### config.mk
export PLATFORM = sky130hd
export DESIGN_NAME = cluster_count_window_ctrl
export DESIGN_NICKNAME = d
export VERILOG_FILES = /design/src/rtl/cluster_pkg.sv /design/src/rtl/window_accum.sv /design/src/rtl/cluster_count_window_ctrl.sv
export SDC_FILE = /design/constraint.sdc
export NUM_CORES = 1
export LEC_CHECK = 0
export BUFFER_PORTS_ARGS = -buffer_cell sky130_fd_sc_hd__buf_2
export CORE_AREA = 2 2 165 167
export CTS_CLUSTER_SIZE = 40
export DETAILED_ROUTE_END_ITERATION = 10
export DIE_AREA = 0 0 167 169
export GPL_ROUTABILITY_DRIVEN = 1
export PLACE_DENSITY_LB_ADDON = 0.3
export SYNTH_ARGS = -nofsm -noshare
export SYNTH_HDL_FRONTEND = slang
export SYNTH_SLANG_ARGS = --single-unit
### constraint.sdc
create_clock -name clock4x -period 9.9 [get_ports clock4x]
set_clock_uncertainty 0.1 [all_clocks]
set_input_delay 1.485 -clock clock4x [delete_from_list [all_inputs] [get_ports clock4x]]
set_output_delay 1.485 -clock clock4x [all_outputs]
set_load 0.01 [all_outputs]
### src/rtl/cluster_pkg.sv
// Shared types and constants for the S-bit cluster counter and its window sequencer.
package cluster_pkg;

    localparam int CNT_W                = 11;
    localparam int CLUSTER_OVF_THRESH   = 8;
    localparam int COUNTER_PIPE_LATENCY = 10;

    typedef enum logic [1:0] {
        ST_IDLE  = 2'd0,
        ST_FLUSH = 2'd1,
        ST_ACCUM = 2'd2
    } state_e;

endpackage

### src/rtl/window_accum.sv
// Saturating sum / peak / overflow-cycle accumulators for one integration window.
// The *_next outputs already include the current sample so the caller can capture a final result.
module window_accum
    import cluster_pkg::*;
#(
    parameter int SUM_W = 32,
    parameter int OVF_W = 24
) (
    input  logic             clk,
    input  logic             srst,
    input  logic             clear_i,
    input  logic             sample_i,
    input  logic [CNT_W-1:0] cnt_i,
    input  logic             overflow_i,
    output logic [SUM_W-1:0] sum_next_o,
    output logic [CNT_W-1:0] peak_next_o,
    output logic [OVF_W-1:0] ovf_next_o
);

    // One spare bit above the wider operand catches the carry for saturation.
    localparam int EXT_W  = ((SUM_W > CNT_W) ? SUM_W : CNT_W) + 1;
    localparam int OVF_EW = OVF_W + 1;

    logic [SUM_W-1:0]  sum_q;
    logic [CNT_W-1:0]  peak_q;
    logic [OVF_W-1:0]  ovf_q;
    logic [EXT_W-1:0]  sum_wide;
    logic [OVF_EW-1:0] ovf_wide;

    always_comb begin
        sum_wide = EXT_W'(sum_q) + EXT_W'(cnt_i);
        if (sum_wide > EXT_W'({SUM_W{1'b1}})) begin
            sum_next_o = '1;
        end else begin
            sum_next_o = sum_wide[SUM_W-1:0];
        end

        peak_next_o = (cnt_i > peak_q) ? cnt_i : peak_q;

        ovf_wide   = OVF_EW'(ovf_q) + OVF_EW'(overflow_i);
        ovf_next_o = ovf_wide[OVF_W] ? '1 : ovf_wide[OVF_W-1:0];
    end

    // Clear beats sample so a window-end cycle restarts from zero.
    always_ff @(posedge clk) begin
        if (srst || clear_i) begin
            sum_q  <= '0;
            peak_q <= '0;
            ovf_q  <= '0;
        end else if (sample_i) begin
            sum_q  <= sum_next_o;
            peak_q <= peak_next_o;
            ovf_q  <= ovf_next_o;
        end
    end

endmodule

### src/rtl/cluster_count_window_ctrl.sv
// Window sequencer for the pipelined cluster counter: flush, accumulate, publish via valid/ready.
module cluster_count_window_ctrl
    import cluster_pkg::*;
#(
    parameter int PIPE_LATENCY = COUNTER_PIPE_LATENCY,
    parameter int WIN_W        = 24,
    parameter int SUM_W        = 32,
    parameter int OVF_W        = 24
) (
    input  logic             clock4x,
    input  logic             reset,
    input  logic [CNT_W-1:0] cnt_i,
    input  logic             overflow_i,
    input  logic             start_i,
    input  logic             stop_i,
    input  logic             continuous_i,
    input  logic [WIN_W-1:0] window_len_i,
    input  logic             result_ready_i,
    output logic             result_valid_o,
    output logic [SUM_W-1:0] sum_o,
    output logic [CNT_W-1:0] peak_o,
    output logic [OVF_W-1:0] ovf_cycles_o,
    output logic             busy_o,
    output logic [15:0]      dropped_o
);

    localparam int FLUSH_W = (PIPE_LATENCY > 0) ? $clog2(PIPE_LATENCY + 1) : 1;

    state_e             state_q, state_d;
    logic [FLUSH_W-1:0] flush_q, flush_d;
    logic [WIN_W-1:0]   samp_q, samp_d;
    logic [WIN_W-1:0]   win_len_q, win_len_d;
    logic               cont_q, cont_d;
    logic               valid_q, valid_d;
    logic [SUM_W-1:0]   sum_q, sum_d;
    logic [CNT_W-1:0]   peak_q, peak_d;
    logic [OVF_W-1:0]   ovf_q, ovf_d;
    logic [15:0]        dropped_q, dropped_d;

    logic               acc_clear;
    logic               acc_sample;
    logic               win_end;
    logic [SUM_W-1:0]   acc_sum;
    logic [CNT_W-1:0]   acc_peak;
    logic [OVF_W-1:0]   acc_ovf;

    window_accum #(
        .SUM_W(SUM_W),
        .OVF_W(OVF_W)
    ) u_accum (
        .clk        (clock4x),
        .srst       (reset),
        .clear_i    (acc_clear),
        .sample_i   (acc_sample),
        .cnt_i      (cnt_i),
        .overflow_i (overflow_i),
        .sum_next_o (acc_sum),
        .peak_next_o(acc_peak),
        .ovf_next_o (acc_ovf)
    );

    always_comb begin
        state_d    = state_q;
        flush_d    = flush_q;
        samp_d     = samp_q;
        win_len_d  = win_len_q;
        cont_d     = cont_q;
        acc_clear  = 1'b0;
        acc_sample = 1'b0;
        win_end    = 1'b0;

        case (state_q)
            ST_IDLE: begin
                if (start_i && !stop_i) begin
                    win_len_d = (window_len_i == '0) ? WIN_W'(1) : window_len_i;
                    cont_d    = continuous_i;
                    acc_clear = 1'b1;
                    samp_d    = '0;
                    if (PIPE_LATENCY == 0) begin
                        state_d = ST_ACCUM;
                    end else begin
                        state_d = ST_FLUSH;
                        flush_d = FLUSH_W'(PIPE_LATENCY);
                    end
                end
            end
            ST_FLUSH: begin
                if (stop_i) begin
                    state_d = ST_IDLE;
                end else begin
                    flush_d = flush_q - FLUSH_W'(1);
                    if (flush_q <= FLUSH_W'(1)) begin
                        state_d = ST_ACCUM;
                    end
                end
            end
            ST_ACCUM: begin
                if (stop_i) begin
                    state_d   = ST_IDLE;
                    acc_clear = 1'b1;
                    samp_d    = '0;
                end else begin
                    acc_sample = 1'b1;
                    // samp_q counts samples already taken, so this is the last one.
                    if (samp_q == win_len_q - WIN_W'(1)) begin
                        win_end   = 1'b1;
                        acc_clear = 1'b1;
                        samp_d    = '0;
                        if (!cont_q) begin
                            state_d = ST_IDLE;
                        end
                    end else begin
                        samp_d = samp_q + WIN_W'(1);
                    end
                end
            end
            default: state_d = ST_IDLE;
        endcase

        valid_d   = valid_q;
        sum_d     = sum_q;
        peak_d    = peak_q;
        ovf_d     = ovf_q;
        dropped_d = dropped_q;

        // A consumer accepting on the window-end cycle frees the slot for the new result.
        if (win_end) begin
            if (!valid_q || result_ready_i) begin
                valid_d = 1'b1;
                sum_d   = acc_sum;
                peak_d  = acc_peak;
                ovf_d   = acc_ovf;
            end else if (dropped_q != '1) begin
                dropped_d = dropped_q + 16'd1;
            end
        end else if (valid_q && result_ready_i) begin
            valid_d = 1'b0;
        end
    end

    always_ff @(posedge clock4x) begin
        if (reset) begin
            state_q   <= ST_IDLE;
            flush_q   <= '0;
            samp_q    <= '0;
            win_len_q <= '0;
            cont_q    <= 1'b0;
            valid_q   <= 1'b0;
            sum_q     <= '0;
            peak_q    <= '0;
            ovf_q     <= '0;
            dropped_q <= '0;
        end else begin
            state_q   <= state_d;
            flush_q   <= flush_d;
            samp_q    <= samp_d;
            win_len_q <= win_len_d;
            cont_q    <= cont_d;
            valid_q   <= valid_d;
            sum_q     <= sum_d;
            peak_q    <= peak_d;
            ovf_q     <= ovf_d;
            dropped_q <= dropped_d;
        end
    end

    assign result_valid_o = valid_q;
    assign sum_o          = sum_q;
    assign peak_o         = peak_q;
    assign ovf_cycles_o   = ovf_q;
    assign busy_o         = (state_q != ST_IDLE);
    assign dropped_o      = dropped_q;

endmodule
[After elaboration in Yosys (flattened, before gate mapping)]
Cells that the tools add are included.
Word-level totals
  register bits: 206
  latch bits: 0
  RAM bits: 0
  ROM bits: 0
  output and inout bits: 85
  memories kept: 0
Cells by class
  add/sub/neg operators: 6
  multipliers: 0
  divide/modulo/power cells: 0
  order comparisons: 3
  equal/unequal tests: 10
  shift operators: 0
  mux-type cells: 29
  bitwise operators: 1
  reductions and logical operators: 19
Operators by type and width (count)
  $mux W24: 5
  $pmux W24 S2: 1
  $add A32 B11 Y33: 1
  $gt A33 B32 Y1 const B: 1
  $mux W32: 1
  $add A24 B1 Y25: 1
  $add A24 B1 Y24 const B: 1
  $eq A24 B24 Y1: 1
  $logic_not A24 Y1: 1
  $sub A24 B1 Y24 const B: 1
  $add A16 B1 Y16 const B: 1
  $ne A16 B16 Y1 const B: 1
  $mux W2: 6
  $gt A11 B11 Y1: 1
  $mux W11: 1
  $mux W1: 10
  $ne A3 B3 Y1 const B: 3
  $mux W4: 2
  $pmux W4 S2: 1
  $reduce_and A2 Y1: 4
  $reduce_bool A2 Y1: 4
  $pmux W2 S3: 1
  $reduce_and A3 Y1: 2
  $le A4 B1 Y1 const B: 1
  12 further kinds: 16

[Logic depth before layout (Yosys ltp)]
Gate-level depths: netlist of the first run.
  depth in word-level cells: 7
  gate-level depth with buffers: 14

[Cells and area by module]
Synthesis of the first run repeated with hierarchy kept, for this count alone.
Second synthesis, totals
  cell total of the unflattened synthesis: 1385
  area total of the unflattened synthesis: 11372.2 um^2
Modules (own cells, without submodules)
  cluster_count_window_ctrl: times used 1, cells an instance 752, area each 6465.0 um^2, sequential area each 2782.7 um^2
  window_accum: times used 1, cells an instance 633, area each 4907.2 um^2, sequential area each 1341.3 um^2

[Worst setup path before layout of the first run]
OpenSTA, ideal clock, no wires.
  path type: input-to-reg
  from: input port cnt_i[0]
  to: register sum_q[10], in the netlist sum_o[10]
  setup time: 128 ps
  arrival: 3761 ps
  required time: 9672 ps
  path slack: 5912 ps
  cell stages on the path: 13
  path buffers: 2
  cell sequence: ha_1 inv_1 fa_1 nor2b_1 o31a_1 o21a_1 a31oi_1 or2_2 clkbuf_1 clkbuf_1 nand2_1 mux2i_1 nor2_1
Between the ends
  cells in the longest elaborated chain, start to end: 3
Ends and longest elaborated chain
  start: declaration: line cluster_count_window_ctrl.sv:12  | input logic [CNT_W-1:0] cnt_i,
  $add A32 B11 Y33 *: line window_accum.sv:31  | sum_wide = EXT_W'(sum_q) + EXT_W'(cnt_i);
  $gt A33 B32 Y1: line window_accum.sv:32  | if (sum_wide > EXT_W'({SUM_W{1'b1}})) begin
  $mux W32 *: line window_accum.sv:32
  end signal: assignment: line cluster_count_window_ctrl.sv:160  | sum_q <= sum_d;
  end: declaration: line cluster_count_window_ctrl.sv:35  | logic [SUM_W-1:0] sum_q, sum_d;
Mark *: on every way between the ends. The rest lies on a longest branch, timed or not.
A chain may end at the register's enable or synchronous reset.

[Worst setup path in the final report of the first run]
  from: register win_len_q[0]
  to: register sum_q[4], in the netlist sum_o[4]
Between the ends
  cells in the longest elaborated chain, start to end: 6
Ends and longest elaborated chain
  start: declaration: line cluster_count_window_ctrl.sv:32  | logic [WIN_W-1:0] win_len_q, win_len_d;
  start signal: assignment: line cluster_count_window_ctrl.sv:157  | win_len_q <= win_len_d;
  $sub A24 B1 Y24: line cluster_count_window_ctrl.sv:105  | if (samp_q == win_len_q - WIN_W'(1)) begin
  $eq A24 B24 Y1: line cluster_count_window_ctrl.sv:105
  $mux W1: line cluster_count_window_ctrl.sv:105
  $mux W1: line cluster_count_window_ctrl.sv:98  | if (stop_i) begin
  $mux W1: line cluster_count_window_ctrl.sv:72  | case (state_q)
  $reduce_and A2 Y1 (no line)
No other way between the ends.

==> flow_metrics.tcl, run 1 <==
set metrics [dict create \
    start_util 0.405 \
    rsz0062_at_grt "no" \
    clkSlewWorstSetupHoldPaths_ps 60 \
    die_area_um2 28200 \
    die_h_um 169 \
    synth_edf_count 0 \
    dp_cells 1688 \
    final_critical_delay_including_setup_and_external_delays_ps 4960 \
    ir_worst_vdd_v 0.000133 \
    report.final.slew_viol_count 0 \
    first_iter_violations 470 \
    num_rows 60 \
    ant_nets 0 \
    grt-ovfl-total 0 \
    antenna_found_initial 0 \
    class_of_the_tightest_hold_or_removal_check "reg2reg" \
    critPathCaptureType "flop" \
    ctsLongestPathBuffers 3 \
    path_delay_family "simple AND/OR/NAND/NOR gates" \
    area_of_all_sequential_standard_cells_um2 4120 \
    clockRootBuffer "clkbuf_16" \
    final_core_occ 0.468 \
    cts_htree_levels 1 \
    fillers 2617 \
    grt_use_total 0.190 \
    cts.hold.buffers_added 0 \
    numPortBuffers 126 \
    setup_violations 0 \
    wire_per_inst_um 15.9 \
    postSynthNetCount 1369 \
    coreArea_um2 26500 \
    boundaryPins 127 \
    area_growth_syn_to_layout_pct 15.6 \
    final_hold_viol_count 0 \
    dr_total_vias 9606 \
    synth_top_flop_cell "dfxtp_1" \
    timing.slew.headroom 0.182 \
    first_global_vias 9048 \
    synth_async_sr_flop_share 0 \
    outcome "finished clean" \
    cap_violations 0 \
    postSynthRegisterBits 206 \
    vias_per_cell 5.55 \
    clk-insertion-delay-late_ps 540 \
    required_ps 10270 \
    synth.distinct_cells 59 \
    most_common_cell_after_layout_fill_and_taps_aside "dfxtp_1" \
    cts_resized 0 \
    power_density_nw_per_um2 162 \
    worst_path_class_setup "reg2reg" \
    commonest_non_fill_non_tap_cells_in_the_layout "206 x dfxtp_1, 173 x nor2_1, 125 x buf_2, 96 x nand2_1, 83 x a21oi_1" \
    cts_tree "done" \
    timing.setup.tns_ps 0 \
    die_width_um 167 \
    cp.buffers_inverters 2 \
    post_layout_nonfiller_instances 1731 \
    cts_setup_buffers 0 \
    slowest_stage_cell_cp "nor4b_1" \
    drc_errors 0 \
    worstPathCellList "inv_1 -> ha_1 -> nor3b_1 -> nand4_1 -> or4_1 -> xnor2_1 -> nor4b_1 -> and4_4 -> buf_4 -> o21ai_0 -> a21oi_1" \
    worst_ep_arrival_time_ps 5330 \
    multi_input_comb_area_um2 6130 \
    clock_sink_count 206 \
    detailedRoute.firstPassIterationCount 5 \
    fin_nets 1445 \
    detailed_place_hpwl_um 18800 \
    grt_pass1_wl_um 45700 \
    final_min_period_over_clock_period 0.501 \
    gp_congestion 0.861 \
    layout-drive-gt1-share 0.142 \
    critical_path.startpoint_type "flop" \
    cp_slowest_stage_delay_ps 770 \
    route.final.wire_length_um 27500 \
    static-leakage-power_uw 0.00486 \
    syn-instance-count 1297 \
    grt_start_max_net_pins 90 \
    crit_fanout 85 \
    ys_seq_area_frac 0.385 \
    syn-mean-instance-area_um2 8.27 \
    maxClockFrequency_mhz 202 \
    synth.yosys.warnings 0 \
    netlist_area_um2 10700 \
    num_antenna_cells 0 \
    cts_made_buffers 24 \
    worstMarginPinSlew_ps 1220 \
]
==> cell usage after synthesis, types with 17 or more instances <==
master    number  area, um^2
a311oi_1      40         350
nand2_1       96         360
dfxtp_1      206        4120
inv_1         30         113
nand4_1       18         113
o21ai_0       44         220
clkbuf_1      59         221
a22o_1        17         149
nor2_1       174         653
mux2i_1       42         420
nor4_1        19         119
and3_1        42         263
xor2_1        45         394
a21oi_1       83         415
xnor2_1       43         377
nor3_1        46         230
nand3_1       58         290
ha_1          29         363
buf_2         17        85.1
==> power by group <==
group	internal [uW]	total, uW	switching, uW
registers	837	849	11.8
clock network	630	1000	369
logic	59.1	155	96.2
==> metrics by stage <==
stage	total power [uW]	area [um^2]	hold WS (ps)	setup slack, ps
floorplan	976	10700	337	5910
global placement	1020	11500	348	4930
detailed placement	1020	11500	349	4850
CTS	2030	12400	358	4870
global route	2080	12400	400	4470
finish	2000	12400	355	4940
==> per-layer routing <==
metal | up-vias | wire length [um] | global-route usage
li1 | 4815 | - | -
met1 | 4557 | 12800 | 0.255
met2 | 191 | 12700 | 0.319
met3 | 43 | 1330 | 0.0311
met4 | 0 | 610 | 0.0513
met5 | - | 0 | 0
==> worst min-delay path, cell delays in order, from the launching register on <==
cell and delay (ps):
dfxtp_1 310, nand2_1 50, a21oi_1 50
==> final cells by class <==
type,instances,area share
multi-input combinational,978,0.495
sequential,206,0.333
clock buffer,32,0.0565
timing repair buffer,133,0.0553
tap,341,0.0344
clock inverter,11,0.0173
inverter,30,0.00908
==> sequential cells by signal, indices dropped and copies added (netlist names) <==
signal	flops
win_len_q	24
flush_q	4
samp_q	24
u_accum.ovf_q	24
u_accum.peak_q	11
ovf_cycles_o	24
peak_o	11
cont_q	1
u_accum.sum_q	32
sum_o	32
result_valid_o	1
dropped_o	16
state_q	2
==> final timing paths <==
check	slack, ps	to	cells past startpoint	startpoint
worst max register to register	4940	sum_o[4]$_SDFFE_PP0P_	11	win_len_q[0]$_SDFFE_PP0P_
worst min-delay path	360	cont_q$_SDFFE_PP0P_	2	cont_q$_SDFFE_PP0P_
worst min register to register	360	cont_q$_SDFFE_PP0P_	2	cont_q$_SDFFE_PP0P_
worst max-delay path	4940	sum_o[4]$_SDFFE_PP0P_	11	win_len_q[0]$_SDFFE_PP0P_
==> kinds of logic after synthesis <==
kind of cell	Yosys count	share of synthesized area
buffers and inverters	113	0.0444
AND/OR/NAND/NOR	545	0.252
flip-flops	206	0.385
adder cells (fa/ha/maj)	30	0.0357
AO/OA/AOI/OAI	265	0.164
XOR/XNOR	88	0.0719
multiplexers	50	0.0476
Note: power is estimated with default switching activity, not from simulation.
==> inputs of run 2 (changes only) <==
==> constraint.sdc (replaced) <==
create_clock -name clock4x -period 4.1 [get_ports clock4x]
set_clock_uncertainty 0.1 [all_clocks]
set_input_delay 0.615 -clock clock4x [delete_from_list [all_inputs] [get_ports clock4x]]
set_output_delay 0.615 -clock clock4x [all_outputs]
set_load 0.01 [all_outputs]
==> run 2 against run 1 <==
Compared with the run above:
- power grew 130%
- critical path type unchanged
- first-iteration DRC count grew 5.3%
- count of clock-buffer cells in the layout increased by 1
- utilization grew 0.43 points
- sequential share of layout area shrank 0.30 points
==> flow_metrics.tcl, run 2 (synthesis gave the netlist of run 1 again) <==
set metrics [dict create \
    post_layout_nonfiller_instances 1750 \
    cts_tree "done" \
    grt_start_max_net_pins 63 \
    boundaryPins 127 \
    cap_violations 0 \
    worst_r2r_path_depth 10 \
    rsz0062_at_grt "no" \
    gp_congestion 0.849 \
    pwr-share-comb 0.086 \
    clockRootBuffer "clkbuf_16" \
    seq_power_share 0.443 \
    crit_fanout 28 \
    final_hold_viol_count 0 \
    setup_violations 0 \
    cell_internal_pwr_uw 3500 \
    die_area_um2 28200 \
    clock_sink_count 206 \
    cts_setup_buffers 0 \
    coreArea_um2 26500 \
    final_critical_delay_including_setup_and_external_delays_ps 3860 \
    critical_path.startpoint_type "flop" \
    die_width_um 167 \
    num_rows 60 \
    first_global_vias 9014 \
    class_of_the_tightest_hold_or_removal_check "in2reg" \
    finalHoldWorstSlack_ps 235 \
    worst_ep_arrival_time_ps 4200 \
    cts_made_buffers 24 \
    clkSlewWorstSetupHoldPaths_ps 60 \
    ant_nets 0 \
    cts.hold.buffers_added 0 \
    power_density_nw_per_um2 370 \
    grt_pass1_wl_um 45700 \
    die_h_um 169 \
    reg2reg_slack_ps 240 \
    min_to "win_len_q[8]$_SDFFE_PP0P_" \
    start_util 0.405 \
    numPortBuffers 126 \
    first_iter_violations 495 \
    grt-ovfl-total 0 \
    layout_setup_ws_ps 242 \
    dr_total_vias 9615 \
    design_power_total_uw 4630 \
    wire_per_inst_um 15.9 \
    share_clk_of_total_power 0.472 \
    vias_per_cell 5.49 \
    fillers 2630 \
    layout-drive-gt1-share 0.153 \
    timing.slew.headroom 0.304 \
    multi_input_comb_area_um2 6130 \
    worstMarginPinSlew_ps 1040 \
    commonest_non_fill_non_tap_cells_in_the_layout "206 x dfxtp_1, 173 x nor2_1, 125 x buf_2, 96 x nand2_1, 83 x a21oi_1" \
    cts_htree_levels 1 \
    cts_resized 0 \
    num_antenna_cells 0 \
    ir_worst_vdd_v 0.000316 \
    ctsLongestPathBuffers 3 \
    place_ws_ps 255 \
    route.final.wire_length_um 27800 \
    detailed_place_hpwl_um 19400 \
    critPathCaptureType "flop" \
    p_sw_uw 1120 \
    static-leakage-power_uw 0.00494 \
    hold_path.startpoint "window_len_i[8]" \
    dp_cells 1708 \
    most_common_cell_after_layout_fill_and_taps_aside "dfxtp_1" \
    antenna_found_initial 0 \
    maxClockFrequency_mhz 259 \
    grt_use_total 0.192 \
    whs_path_depth 2 \
    area_growth_syn_to_layout_pct 16.7 \
    detailedRoute.firstPassIterationCount 4 \
    timing.setup.tns_ps 0 \
    area_of_all_sequential_standard_cells_um2 4120 \
    report.final.slew_viol_count 0 \
    worst_path_class_setup "reg2reg" \
    final_min_period_over_clock_period 0.941 \
    r2r_start "win_len_q[2]$_SDFFE_PP0P_" \
    switching_share 0.243 \
    drc_errors 0 \
    outcome "finished clean" \
    required_ps 4440 \
    worst_reg2reg_endpoint "dropped_o[13]$_SDFFE_PP0P_" \
    clk-insertion-delay-late_ps 520 \
    fin_nets 1465 \
]
## run 2: cell types whose count changed in the layout (fill, tap and decap cells not counted), sizes merged
cell / previous run / this run
buf: 133 / 153
clkbuf: 32 / 33
bufinv: 5 / 2
clkinv: 3 / 5
inv: 31 / 30
## run 2: metal layers
metal	up-vias	track usage	share of wire
met5	-	0	0
met2	188	0.325	0.46
met3	39	0.0362	0.053
met4	0	0.0450	0.020
met1	4530	0.254	0.46
li1	4858	-	-
## run 2: final cells by class
type                            count  share of cell area
Sequential cell                   206               0.330
Clock inverter                      9             0.00890
Clock buffer                       33              0.0563
Tap cell                          341              0.0341
Inverter                           30             0.00900
Timing Repair Buffer              153              0.0718
Multi-Input combinational cell    978               0.490
## run 2: through the flow
| step | area (um^2) | utilization |
|---|---|---|
| after floorplan | 10700 | - |
| after global placement | 11700 | 0.441 |
| after detailed placement | 11700 | 0.441 |
| after CTS | 12500 | 0.472 |
| after global routing | 12500 | 0.472 |
| final | 12500 | 0.472 |
## run 2: worst max path at each step
stage	from	endpoint	slack [ps]	cells after the start
floorplan	win_len_q[7]$_SDFFE_PP0P_	u_accum.peak_q[0]$_SDFFE_PP0P_	440	13
finish	win_len_q[2]$_SDFFE_PP0P_	dropped_o[13]$_SDFFE_PP0P_	240	10
CTS	win_len_q[2]$_SDFFE_PP0P_	dropped_o[13]$_SDFFE_PP0P_	240	10
global placement	win_len_q[2]$_SDFFE_PP0P_	dropped_o[13]$_SDFFE_PP0P_	310	10
detailed placement	win_len_q[2]$_SDFFE_PP0P_	dropped_o[13]$_SDFFE_PP0P_	250	10
global route	win_len_q[2]$_SDFFE_PP0P_	dropped_o[13]$_SDFFE_PP0P_	90	10
## run 2: worst max-delay path, cell delays in order, from the launching register on
cell     delay (ps)
dfxtp_1         360
or4_1           660
or4_1           490
or4_1           460
mux2i_1         150
nor4b_1         390
buf_4           210
nand4_2         110
buf_4           240
or4_1           480
a21oi_1         150
## run 2: power groups by stage
stage | combinational, uW | clock [uW] | sequential (uW)
3_5_place_dp | 395 | 0 | 2090
6_report | 397 | 2180 | 2050
2_1_floorplan | 277 | 0 | 2080
3_3_place_gp | 392 | 0 | 2090
4_1_cts | 398 | 2240 | 2050
5_1_grt | 439 | 2320 | 2050
==> inputs of run 3 (changes only) <==
--- a/config.mk
+++ b/config.mk
@@ -6,12 +6,15 @@
 export NUM_CORES = 1
 export LEC_CHECK = 0
 export BUFFER_PORTS_ARGS = -buffer_cell sky130_fd_sc_hd__buf_2
-export CORE_AREA = 2 2 165 167
+export CORE_AREA = 2 2 170 172
 export CTS_CLUSTER_SIZE = 40
 export DETAILED_ROUTE_END_ITERATION = 10
-export DIE_AREA = 0 0 167 169
+export DIE_AREA = 0 0 172 174
 export GPL_ROUTABILITY_DRIVEN = 1
+export HOLD_SLACK_MARGIN = 0.03
 export PLACE_DENSITY_LB_ADDON = 0.3
+export REMOVE_ABC_BUFFERS = 1
 export SYNTH_ARGS = -nofsm -noshare
 export SYNTH_HDL_FRONTEND = slang
+export SYNTH_HIERARCHICAL = 1
 export SYNTH_SLANG_ARGS = --single-unit
==> run 3 against run 2 <==
Compared with the run above:
- maximum frequency fell by 1.2%
- flip-flop and latch count is the same
- register-to-register slack lost 50 ps
- synthesized cell count grew 6.8%
- critical endpoint is now dropped_o[10]$_SDFFE_PP0P_
- largest cell class unchanged
- highest routed layer unchanged
==> flow_metrics.tcl, run 3 <==
set metrics [dict create \
    clk-insertion-delay-late_ps 520 \
    cts_resized 0 \
    gp_congestion 0.884 \
    ctsLongestPathBuffers 3 \
    most_common_cell_after_layout_fill_and_taps_aside "dfxtp_1" \
    clockRootBuffer "clkbuf_16" \
    finalHoldWorstSlack_ps 250 \
    wire_per_inst_um 15.5 \
    synth_async_sr_flop_share 0 \
    synth.distinct_cells 88 \
    boundaryPins 127 \
    ys_seq_area_frac 0.363 \
    synth_top_flop_cell "dfxtp_1" \
    vias_per_cell 5.39 \
    synth_most_common_cell "dfxtp_1" \
    die_area_um2 29900 \
    cts_htree_levels 1 \
    report.final.slew_viol_count 0 \
    reg2reg_slack_ps 200 \
    syn-mean-instance-area_um2 8.21 \
    power_density_nw_per_um2 354 \
    dr_total_vias 10200 \
    worst_path_class_setup "reg2reg" \
    maxClockFrequency_mhz 256 \
    crit_fanout 28 \
    worst_r2r_path_depth 9 \
    critical_path.startpoint_type "flop" \
    class_of_the_tightest_hold_or_removal_check "in2reg" \
    worstMarginPinSlew_ps 1240 \
    route.final.wire_length_um 29200 \
    synth_edf_count 0 \
    commonest_non_fill_non_tap_cells_in_the_layout "206 x dfxtp_1, 168 x nor2_1, 152 x nand2_1, 125 x buf_2, 87 x a21oi_1" \
    rsz0062_at_grt "no" \
    timing.slew.headroom 0.176 \
    die_h_um 174 \
    worst_ep_arrival_time_ps 4230 \
    grt-ovfl-total 0 \
    num_rows 62 \
    ant_nets 0 \
    grt_use_total 0.193 \
    numPortBuffers 126 \
    post-synth-top-area-cell "dfxtp_1" \
    ir_worst_vdd_v 0.000248 \
    cts_made_buffers 25 \
    die_width_um 172 \
    first_iter_violations 660 \
    final_hold_viol_count 0 \
    start_util 0.403 \
    setup_violations 0 \
    detailedRoute.firstPassIterationCount 5 \
    final_min_period_over_clock_period 0.952 \
    detailed_place_hpwl_um 21000 \
    outcome "finished clean" \
    r2r_start "win_len_q[0]$_SDFFE_PP0P_" \
    required_ps 4430 \
    grt_pass1_wl_um 48100 \
    clkSlewWorstSetupHoldPaths_ps 60 \
    synth.yosys.warnings 6 \
    antenna_found_initial 0 \
    worst_reg2reg_endpoint "dropped_o[10]$_SDFFE_PP0P_" \
    final_core_occ 0.468 \
    layout-drive-gt1-share 0.167 \
    syn-instance-count 1385 \
    cts_tree "done" \
    cts.hold.buffers_added 0 \
    netlist_top_cells_count "206 x dfxtp_1, 169 x nor2_1, 152 x nand2_1" \
    drc_errors 0 \
    postSynthRegisterBits 206 \
    post-synth-top-area-fraction 0.363 \
    fin_nets 1556 \
    cts_setup_buffers 0 \
    synth_top_cells_by_area "dfxtp_1 36%, mux2i_1 7.2%, nor2_1 5.6%" \
    netlist_area_um2 11400 \
    hold_path.startpoint "window_len_i[6]" \
    critPathCaptureType "flop" \
    grt_start_max_net_pins 87 \
    area_growth_syn_to_layout_pct 16.2 \
    coreArea_um2 28200 \
    whs_path_depth 3 \
    clock_sink_count 206 \
    design_power_total_uw 4680 \
    final_critical_delay_including_setup_and_external_delays_ps 3900 \
    first_global_vias 9459 \
    min_to "win_len_q[6]$_SDFFE_PP0P_" \
    static-leakage-power_uw 0.00520 \
    num_antenna_cells 0 \
    cap_violations 0 \
]
run 3: power by group:
group	switching (uW)	leakage, uW	internal (uW)	total [uW]
Clock	849	0.000403	1360	2210
Sequential	21.3	0.00166	2020	2040
Combinational	260	0.00314	168	428
Total	1130	0.00520	3550	4680
run 3: routing by layer:
metal  vias to the layer above  track usage  part of all wire
met4                         0       0.0417             0.016
met1                      4789        0.272              0.48
met2                       208        0.317              0.46
li1                       5137            -                 -
met5                         -            0                 0
met3                        31       0.0241             0.042
run 3: cell type report:
| type | instances | area (um^2) |
|---|---|---|
| clock buffer | 34 | 689 |
| clock inverter | 10 | 128 |
| fill | 2860 | 15000 |
| inverter | 30 | 113 |
| multi-input combinational | 1058 | 6730 |
| sequential | 206 | 4120 |
| tap | 384 | 480 |
| timing repair buffer | 163 | 948 |
run 3: cells by family (layout without fill, tap and decap cells):
kind of cell / count (synthesis) / count (layout) / synth area share
buf+inv: 121 / 237 / 0.0482
xor+xnor: 83 / 83 / 0.0652
mux: 87 / 87 / 0.0771
compound gates: 280 / 280 / 0.159
fa+ha+maj: 30 / 30 / 0.0337
flops: 206 / 206 / 0.363
simple gates: 578 / 578 / 0.255
run 3: how the worst max path moves through the flow:
stage	start	endpoint	cells after the start
after floorplan	win_len_q[0]$_SDFFE_PP0P_	ovf_cycles_o[0]$_SDFFE_PP0P_	8
after global placement	win_len_q[0]$_SDFFE_PP0P_	dropped_o[5]$_SDFFE_PP0P_	9
final	win_len_q[0]$_SDFFE_PP0P_	dropped_o[10]$_SDFFE_PP0P_	9
after detailed placement	win_len_q[0]$_SDFFE_PP0P_	dropped_o[13]$_SDFFE_PP0P_	9
after CTS	win_len_q[9]$_SDFFE_PP0P_	dropped_o[13]$_SDFFE_PP0P_	9
after global routing	win_len_q[0]$_SDFFE_PP0P_	dropped_o[10]$_SDFFE_PP0P_	9
run 3: metrics by stage:
stage                     std cells  cell area [um^2]  TNS [ps]  setup slack (ps)
after CTS                      1885             13200         0               191
after global routing           1885             13200         0              2.58
after global placement         1841             12400         0               283
after detailed placement       1841             12400         0               217
after floorplan                1294             10900   -562160             -8360
final                          1885             13200         0               197
run 3: worst max-delay path: stages (launching register included):
cell and delay [ps]:
dfxtp_1 350, or4_1 580, or4_4 610, nor4_4 260, nor2_1 60, or4_1 580
or4_1 540, buf_4 230, or3_1 360, a21oi_1 140
